===== config.mk =====
export PLATFORM = sky130hd
export DESIGN_NAME = pipe_hazard_ctrl
export DESIGN_NICKNAME = d
export VERILOG_FILES = /design/src/rtl/pipe_ctrl_pkg.sv /design/src/rtl/pipe_hazard_ctrl_mem_wait_fsm.sv /design/src/rtl/pipe_hazard_ctrl.sv
export SDC_FILE = /design/constraint.sdc
export NUM_CORES = 1
export LEC_CHECK = 0
export BUFFER_PORTS_ARGS = -buffer_cell sky130_fd_sc_hd__buf_2
export CAP_MARGIN = 20
export CORE_UTILIZATION = 43
export CTS_CLUSTER_SIZE = 30
export DETAILED_ROUTE_END_ITERATION = 12
export HOLD_SLACK_MARGIN = 0.05
export PLACE_DENSITY = 0.79
export SETUP_SLACK_MARGIN = 0.15
export SYNTH_ARGS = -nofsm -noshare
export SYNTH_HDL_FRONTEND = slang
export SYNTH_SLANG_ARGS = --single-unit
export TNS_END_PERCENT = 30

===== constraint.sdc =====
create_clock -name clk -period 1.5 [get_ports clk]
set_input_delay 0.15 -clock clk [delete_from_list [all_inputs] [get_ports clk]]
set_output_delay 0.15 -clock clk [all_outputs]
set_load 0.05 [all_outputs]

===== src/rtl/pipe_ctrl_pkg.sv =====
// Shared types and constants for the pipeline hazard / sequencing controller.
package pipe_ctrl_pkg;

  typedef enum logic [1:0] {
    IDLE = 2'b00,
    WAIT = 2'b01,
    ERR  = 2'b10
  } mem_state_t;

  typedef logic [1:0] fwd_sel_t;

  localparam fwd_sel_t FWD_RF = 2'b00;
  localparam fwd_sel_t FWD_W  = 2'b01;
  localparam fwd_sel_t FWD_M  = 2'b10;

  localparam logic [3:0] REG_PC = 4'hF;

  // Operand source for one E-stage register read; the newest producer (M) wins
  // over W, and the PC is always taken from the register file path.
  function automatic fwd_sel_t fwd_pick(
    input logic [3:0] ra,
    input logic [3:0] wa_m,
    input logic       rw_m,
    input logic [3:0] wa_w,
    input logic       rw_w
  );
    fwd_sel_t sel;
    sel = FWD_RF;
    if (ra != REG_PC) begin
      if (rw_m && (ra == wa_m))
        sel = FWD_M;
      else if (rw_w && (ra == wa_w))
        sel = FWD_W;
    end
    return sel;
  endfunction

  // True when a D-stage source depends on an in-flight write that has not
  // reached the register file yet.
  function automatic logic raw_dep(
    input logic [3:0] ra,
    input logic [3:0] wa_e,
    input logic       rw_e,
    input logic [3:0] wa_m,
    input logic       rw_m
  );
    return (ra != REG_PC) && ((rw_e && (ra == wa_e)) || (rw_m && (ra == wa_m)));
  endfunction

endpackage


===== src/rtl/pipe_hazard_ctrl_mem_wait_fsm.sv =====
// Memory-wait sequencer: holds the pipeline while a data-memory access is
// outstanding, abandons it after TIMEOUT_CYCLES wait cycles and raises a
// sticky timeout flag.
//
//   state | meaning
//   IDLE  | no access outstanding (a new un-acked request holds this cycle)
//   WAIT  | access outstanding, pipeline held, counting wait cycles
//   ERR   | access abandoned; M instruction retires as a bubble
module mem_wait_fsm
  import pipe_ctrl_pkg::*;
#(
  parameter int TIMEOUT_CYCLES = 255
) (
  input  logic clk,
  input  logic reset,
  input  logic MemReqM,
  input  logic MemAckM,
  output logic MemHold,
  output logic InErr,
  output logic MemTimeout
);

  localparam int              CNT_W    = $clog2(TIMEOUT_CYCLES + 1);
  localparam logic [CNT_W-1:0] CNT_LAST = CNT_W'(TIMEOUT_CYCLES - 1);
  localparam logic [CNT_W-1:0] CNT_MAX  = '1;

  mem_state_t       state;
  mem_state_t       state_nxt;
  logic [CNT_W-1:0] cnt;
  logic             timeout_q;

  // next-state decode; an ack always beats the timeout limit
  always_comb begin
    state_nxt = state;
    case (state)
      IDLE:    if (MemReqM && !MemAckM) state_nxt = WAIT;
      WAIT: begin
        if (MemAckM)
          state_nxt = IDLE;
        else if (cnt == CNT_LAST)
          state_nxt = ERR;
      end
      ERR:     state_nxt = IDLE;
      default: state_nxt = IDLE;
    endcase
  end

  // state, wait counter (held at zero outside WAIT, saturating) and sticky flag
  always_ff @(posedge clk or posedge reset) begin
    if (reset) begin
      state     <= IDLE;
      cnt       <= '0;
      timeout_q <= 1'b0;
    end else begin
      state <= state_nxt;
      if (state != WAIT)
        cnt <= '0;
      else if (cnt != CNT_MAX)
        cnt <= cnt + 1'b1;
      if (state_nxt == ERR)
        timeout_q <= 1'b1;
    end
  end

  assign MemHold    = !reset && ((((state == IDLE) && MemReqM) || (state == WAIT)) && !MemAckM);
  assign InErr      = !reset && (state == ERR);
  assign MemTimeout = !reset && timeout_q;

endmodule


===== src/rtl/pipe_hazard_ctrl.sv =====
// Hazard and sequencing controller for the five-stage pipeline: operand
// forwarding selects, load-use / RAW stalls, branch flushes and the global
// hold while a data-memory access is outstanding.
// Build option: define HAZARD_FWD_EN to enable operand forwarding; without it
// the forwarding selects are tied to the register file and any RAW dependency
// on E or M stalls D.
module pipe_hazard_ctrl
  import pipe_ctrl_pkg::*;
#(
  parameter int TIMEOUT_CYCLES = 255
) (
  input  logic       clk,
  input  logic       reset,
  input  logic [3:0] RA1D,
  input  logic [3:0] RA2D,
  input  logic [3:0] RA1E,
  input  logic [3:0] RA2E,
  input  logic [3:0] WA3E,
  input  logic [3:0] WA3M,
  input  logic [3:0] WA3W,
  input  logic       RegWriteE,
  input  logic       RegWriteM,
  input  logic       RegWriteW,
  input  logic       MemToRegE,
  input  logic       BranchTakenE,
  input  logic       PCSrcW,
  input  logic       MemReqM,
  input  logic       MemAckM,
  output logic [1:0] ForwardAE,
  output logic [1:0] ForwardBE,
  output logic       StallF,
  output logic       StallD,
  output logic       StallE,
  output logic       StallM,
  output logic       FlushD,
  output logic       FlushE,
  output logic       FlushW,
  output logic       MemTimeout
);

  logic     mem_hold;
  logic     in_err;
  logic     data_stall;
  fwd_sel_t fwd_a;
  fwd_sel_t fwd_b;

  mem_wait_fsm #(
    .TIMEOUT_CYCLES(TIMEOUT_CYCLES)
  ) u_mem_wait (
    .clk       (clk),
    .reset     (reset),
    .MemReqM   (MemReqM),
    .MemAckM   (MemAckM),
    .MemHold   (mem_hold),
    .InErr     (in_err),
    .MemTimeout(MemTimeout)
  );

`ifdef HAZARD_FWD_EN
  assign fwd_a      = fwd_pick(RA1E, WA3M, RegWriteM, WA3W, RegWriteW);
  assign fwd_b      = fwd_pick(RA2E, WA3M, RegWriteM, WA3W, RegWriteW);
  // only a load in E cannot be covered by forwarding
  assign data_stall = MemToRegE & RegWriteE & ((RA1D == WA3E) | (RA2D == WA3E));
`else
  logic unused_fwd_inputs;

  assign fwd_a      = FWD_RF;
  assign fwd_b      = FWD_RF;
  // W is safe without a check: the register file writes on the falling edge
  assign data_stall = raw_dep(RA1D, WA3E, RegWriteE, WA3M, RegWriteM)
                    | raw_dep(RA2D, WA3E, RegWriteE, WA3M, RegWriteM);
  assign unused_fwd_inputs = ^{RA1E, RA2E, WA3W, RegWriteW, MemToRegE};
`endif

  assign ForwardAE = reset ? FWD_RF : fwd_a;
  assign ForwardBE = reset ? FWD_RF : fwd_b;

  // stall/flush steering: a memory hold freezes everything and defers branch
  // flushes until release; otherwise hazards and branches drive the controls
  always_comb begin
    StallF = 1'b0;
    StallD = 1'b0;
    StallE = 1'b0;
    StallM = 1'b0;
    FlushD = 1'b0;
    FlushE = 1'b0;
    FlushW = 1'b0;
    if (!reset) begin
      if (mem_hold) begin
        StallF = 1'b1;
        StallD = 1'b1;
        StallE = 1'b1;
        StallM = 1'b1;
        FlushW = 1'b1;
      end else begin
        StallF = data_stall;
        StallD = data_stall;
        FlushD = BranchTakenE | PCSrcW;
        FlushE = data_stall | BranchTakenE;
        FlushW = in_err;
      end
    end
  end

endmodule


# Word level (Yosys, flattened, before mapping)
# Cells that the tools add are included.
# totals
ff_bits,11
in_bits,38
output_inout_bits,12
wordCells,54
# classes
n_addsub,1
n_eq_ne,12
n_mux,16
bitwise,3
reduce_logical,19
# ops
operator,n
$eq 4x4->1,4
$mux 8,2
$logic_and 1x1->1,12
$mux 1,10
$add 8x1->8 const B,1
$eq 8x8->1 const B,1
$ne 4x4->1 const B,2
$ne 8x8->1 const B,1
$mux 2,3
$eq 2x2->1 const B,2
$pmux 2 s2,1
$logic_or 1x1->1,3
$or 1x1->1,3
$eq 2x1->1 const B,1
$logic_not 1->1,2
$logic_not 2->1,1
$ne 2x1->1 const B,1
$reduce_bool 2->1,1

# Logic depth before layout (Yosys ltp)
# depth
ltp_word,8
depth_mapped,5
depth_no_buf,5

# Cells and area by module
# A second synthesis with hierarchy kept.
# hier_totals
hier_cells,107
area_unflattened_um2,907.1
# by_module_without_submodules
mod,n_inst,cells_per_inst,area_per_inst_um2,seq_area_each_um2
mem_wait_fsm,1,59,591.8,275.3
pipe_hazard_ctrl,1,48,315.3,0.0

# Least setup slack after synthesis
# No wires, ideal clock.
# synth_timing
kind,in2out
from,input port WA3M[3]
to,output port StallF
arrival_time_ns,1.899
required_ns,1.350
setup_slack_ns,-0.549
stages,5
n_path_buf,1
path_cell_list,xnor2_1 > nand4_1 > o22a_1 > a31oi_1 > buf_4
# synth_via
elab_chain_len,7
# synth_lines
element,line_no,rtl
start: declaration,pipe_hazard_ctrl.sv:19,"input logic [3:0] WA3M,"
$eq 4x4->1,pipe_ctrl_pkg.sv:47,return (ra != REG_PC) && ((rw_e && (ra == wa_e)) || (rw_m && (ra == wa_m)));
$logic_and 1x1->1,pipe_ctrl_pkg.sv:47,
$logic_or 1x1->1,pipe_ctrl_pkg.sv:47,
$logic_and 1x1->1,pipe_ctrl_pkg.sv:47,
$or 1x1->1 (*),pipe_hazard_ctrl.sv:71,"| raw_dep(RA2D, WA3E, RegWriteE, WA3M, RegWriteM);"
$mux 1 (*) (2 in a row),-,
end: declaration,pipe_hazard_ctrl.sv:31,"output logic StallF,"
# Every way passes the cells marked *; elsewhere a longest branch is shown, timed or not.

# Worst setup path after layout
# layout_timing
from,input port WA3E[2]
to,output port StallD
# layout_via
elab_chain_len,7
# layout_lines
element,line_no,rtl
start: declaration,pipe_hazard_ctrl.sv:18,"input logic [3:0] WA3E,"
$eq 4x4->1,pipe_ctrl_pkg.sv:47,
$logic_and 1x1->1,pipe_ctrl_pkg.sv:47,
$logic_or 1x1->1,pipe_ctrl_pkg.sv:47,
$logic_and 1x1->1,pipe_ctrl_pkg.sv:47,
$or 1x1->1 (*),pipe_hazard_ctrl.sv:71,
$mux 1 (*),pipe_hazard_ctrl.sv:89,if (mem_hold) begin
$mux 1 (*),pipe_hazard_ctrl.sv:88,if (!reset) begin
end: declaration,pipe_hazard_ctrl.sv:32,"output logic StallD,"
# Marks and branches as above.

==> results.toml <==
[layout]
multi_input_area_um2 = 653
fillers = 150
regArea_um2 = 277
drive_gt1_share_pct = 43.6
design_area_um2 = 1250
area_delta_synth_final_pct = 45.9
final_cells = 165
insertedDiodeCount = 0
final_nets = 181
utilization_pct = 69.6

[routing]
drtAntennaViolNets = 0
detail_route.wl_per_cell_um = 12.7
routed_wl_um = 2100
via_per_inst = 5.35
drc = 0
firstDrtPassIters = 5
num_vias = 883
drt_iter0_drc = 6

[floorplan]
rows = 15
die_area_um2 = 2180
die_y_um = 46.7
start_util_pct = 47.7
die_x_um = 46.7
core_area_um2 = 1800
io_pins = 50

[place]
place.gp.congestion = 0.825
placed_cell_area_um2 = 1090
dp.cells = 157
dp_hpwl_um = 1590
io_buffers = 31

[global_route]
antenna_found_initial = 0
grt_max_degree = 12
globalRoute.totalOverflow = 0
grt_pass1_wl_um = 3170
grt.total_usage_pct = 20.6
grt_pass1_vias = 819

[yosys]
yosysMostFrequentCell = "xnor2_1"
synth-main-ff-cell = "dfrtp_1"
seq_area_frac_synth_pct = 32.0
synthTopCellsByArea = "dfrtp_1 32%, xnor2_1 13%, buf_4 5.2%"
synthCells = 101
netlist_top_cells_count = "13 x xnor2_1, 11 x dfrtp_1, 11 x nor2_1"
yosysTopAreaCell = "dfrtp_1"
ys_ff_latch = 11
ys.warnings.count = 0
synth_edf_count = 0
synth_top_area_share_pct = 32.0
synth_cell_types = 32
avgSynthCellArea_um2 = 8.51
async_reset_ff_share_pct = 100
syn_area_um2 = 860

[clocking]
cts_max_path_buffers = 2
cts-root-buf = "clkbuf_4"
cts_buffers = 3
clk_transition_reported_paths_ps = 80
cts_tree = "yes"
clk_latency_ps = 270
cts.sinks = 11
htreeDepth = 1

[pwr]
switching_share_pct = 35.9
switchingPower_mw = 0.293
power.leakage_nw = 0.557
intPower_mw = 0.524
power_mw = 0.817
ir_worst_vdd_mv = 0.489
powerDensity_nw_per_um2 = 652
pwr-share-comb_pct = 36.3
p_clk_share_pct = 25.7
pwr-share-seq_pct = 37.9

[status]
status = "finished, final reports clean"

[sta]
clock_skew_ps = 0.156
rsz0062_at_grt = "yes"
finalCriticalPeriod_ps = 1500
finalSetupViolCount = 0
drv_slew = 0
hold_violations = 0
tns_ps = 0
fmaxAchievable_ghz = 0.668
finalCritPeriodShare_pct = 99.8

[setup_path]
cp_data_required_time_ps = 1350
start_kind = "input port"
arrival_ps = 1350
path_class = "input port to primary output"
endpoint_kind = "primary output"
crit_fanout = 2

[hold_path]
hp-class = "input port to register"

[flow_run]
maxCapViolCount = 0
## state kept, by name (all words and copies together) (netlist names)
register	count
u_mem_wait.timeout_q	1
u_mem_wait.state	2
u_mem_wait.cnt	8
## cell type report
cell class	count	share of cell area [%]
sequential	11	22.1
clock inverter	1	0.399
clock buffer	3	1.80
multi-input combinational	83	52.1
tap	25	2.50
timing repair buffer	39	20.3
inverter	3	0.898
## layout by cell type (no fill, tap or decap), types with 2 or more instances in the layout
cell type and count:
a21oi_1 7, a31oi_1 4, and2_1 4, buf_2 24, buf_4 8, buf_6 5, clkbuf_4 4, conb_1 4
dfrtp_1 10, ha_1 2, inv_1 3, nand2b_1 2, nand3_1 4, nand4_1 7, nor2_1 9, nor2_4 2
nor2b_1 2, nor3_1 2, o22a_2 2, xnor2_1 9, xnor2_2 4
## through the flow
stage	hold WS [ps]	setup slack [ps]
floorplan	2.44	58.3
global placement	285	-55.6
detailed placement	282	-68.9
CTS	77.5	23.3
global route	91.1	-45.2
finish	105	2.59
## metal layers
metal	track usage [%]	up-vias	part of all wire (%)
met3	5.49	4	4.2
met4	5.71	0	1.8
met2	40.3	24	54
met1	21.0	425	40
met5	0	-	0
li1	-	430	-
## power groups by stage
stage | sequential [mW] | clock (mW) | combinational, mW
final | 0.310 | 0.210 | 0.297
after global routing | 0.311 | 0.224 | 0.318
after CTS | 0.310 | 0.221 | 0.282
after detailed placement | 0.315 | 0 | 0.256
after global placement | 0.314 | 0 | 0.248
after floorplan | 0.317 | 0 | 0.180
## cell families after synthesis
kind of cell	count (synthesis)	share of synthesized area [%]
simple gates	41	26.6
compound gates	23	17.6
xor+xnor	13	13.2
flops	11	32.0
buf+inv	10	7.13
fa+ha+maj	2	2.91
other cells	1	0.436
## timing repair
item | CTS | global route
hold buffers | 1 | 0
pin swaps | 5 | 6
setup buffers | 3 | 0
hold endpoints to repair | 11 | 0
gates resized for setup | 15 | 14
endpoints found under the setup margin | 8 | 13
## critical path, cell delays in order
cell and delay (ps):
buf_2 130, xnor2_2 170, nand4_1 110, o22a_2 270, buf_6 130, a31oi_4 200
buf_6 180
## final timing paths
path / from / to / slack, ps / cells after the start
max: WA3E[2] / StallD / 3 / 7
min: MemAckM / u_mem_wait.state[1] / 110 / 2
max reg2reg: u_mem_wait.cnt[1] / u_mem_wait.cnt[5] / 160 / 5
min reg2reg: u_mem_wait.timeout_q / u_mem_wait.timeout_q / 480 / 1
max in group asynchronous: reset / u_mem_wait.state[1] / 660 / 3
min in group asynchronous: reset / u_mem_wait.state[0] / 530 / 3
Note: power is estimated with default switching activity, not from simulation.
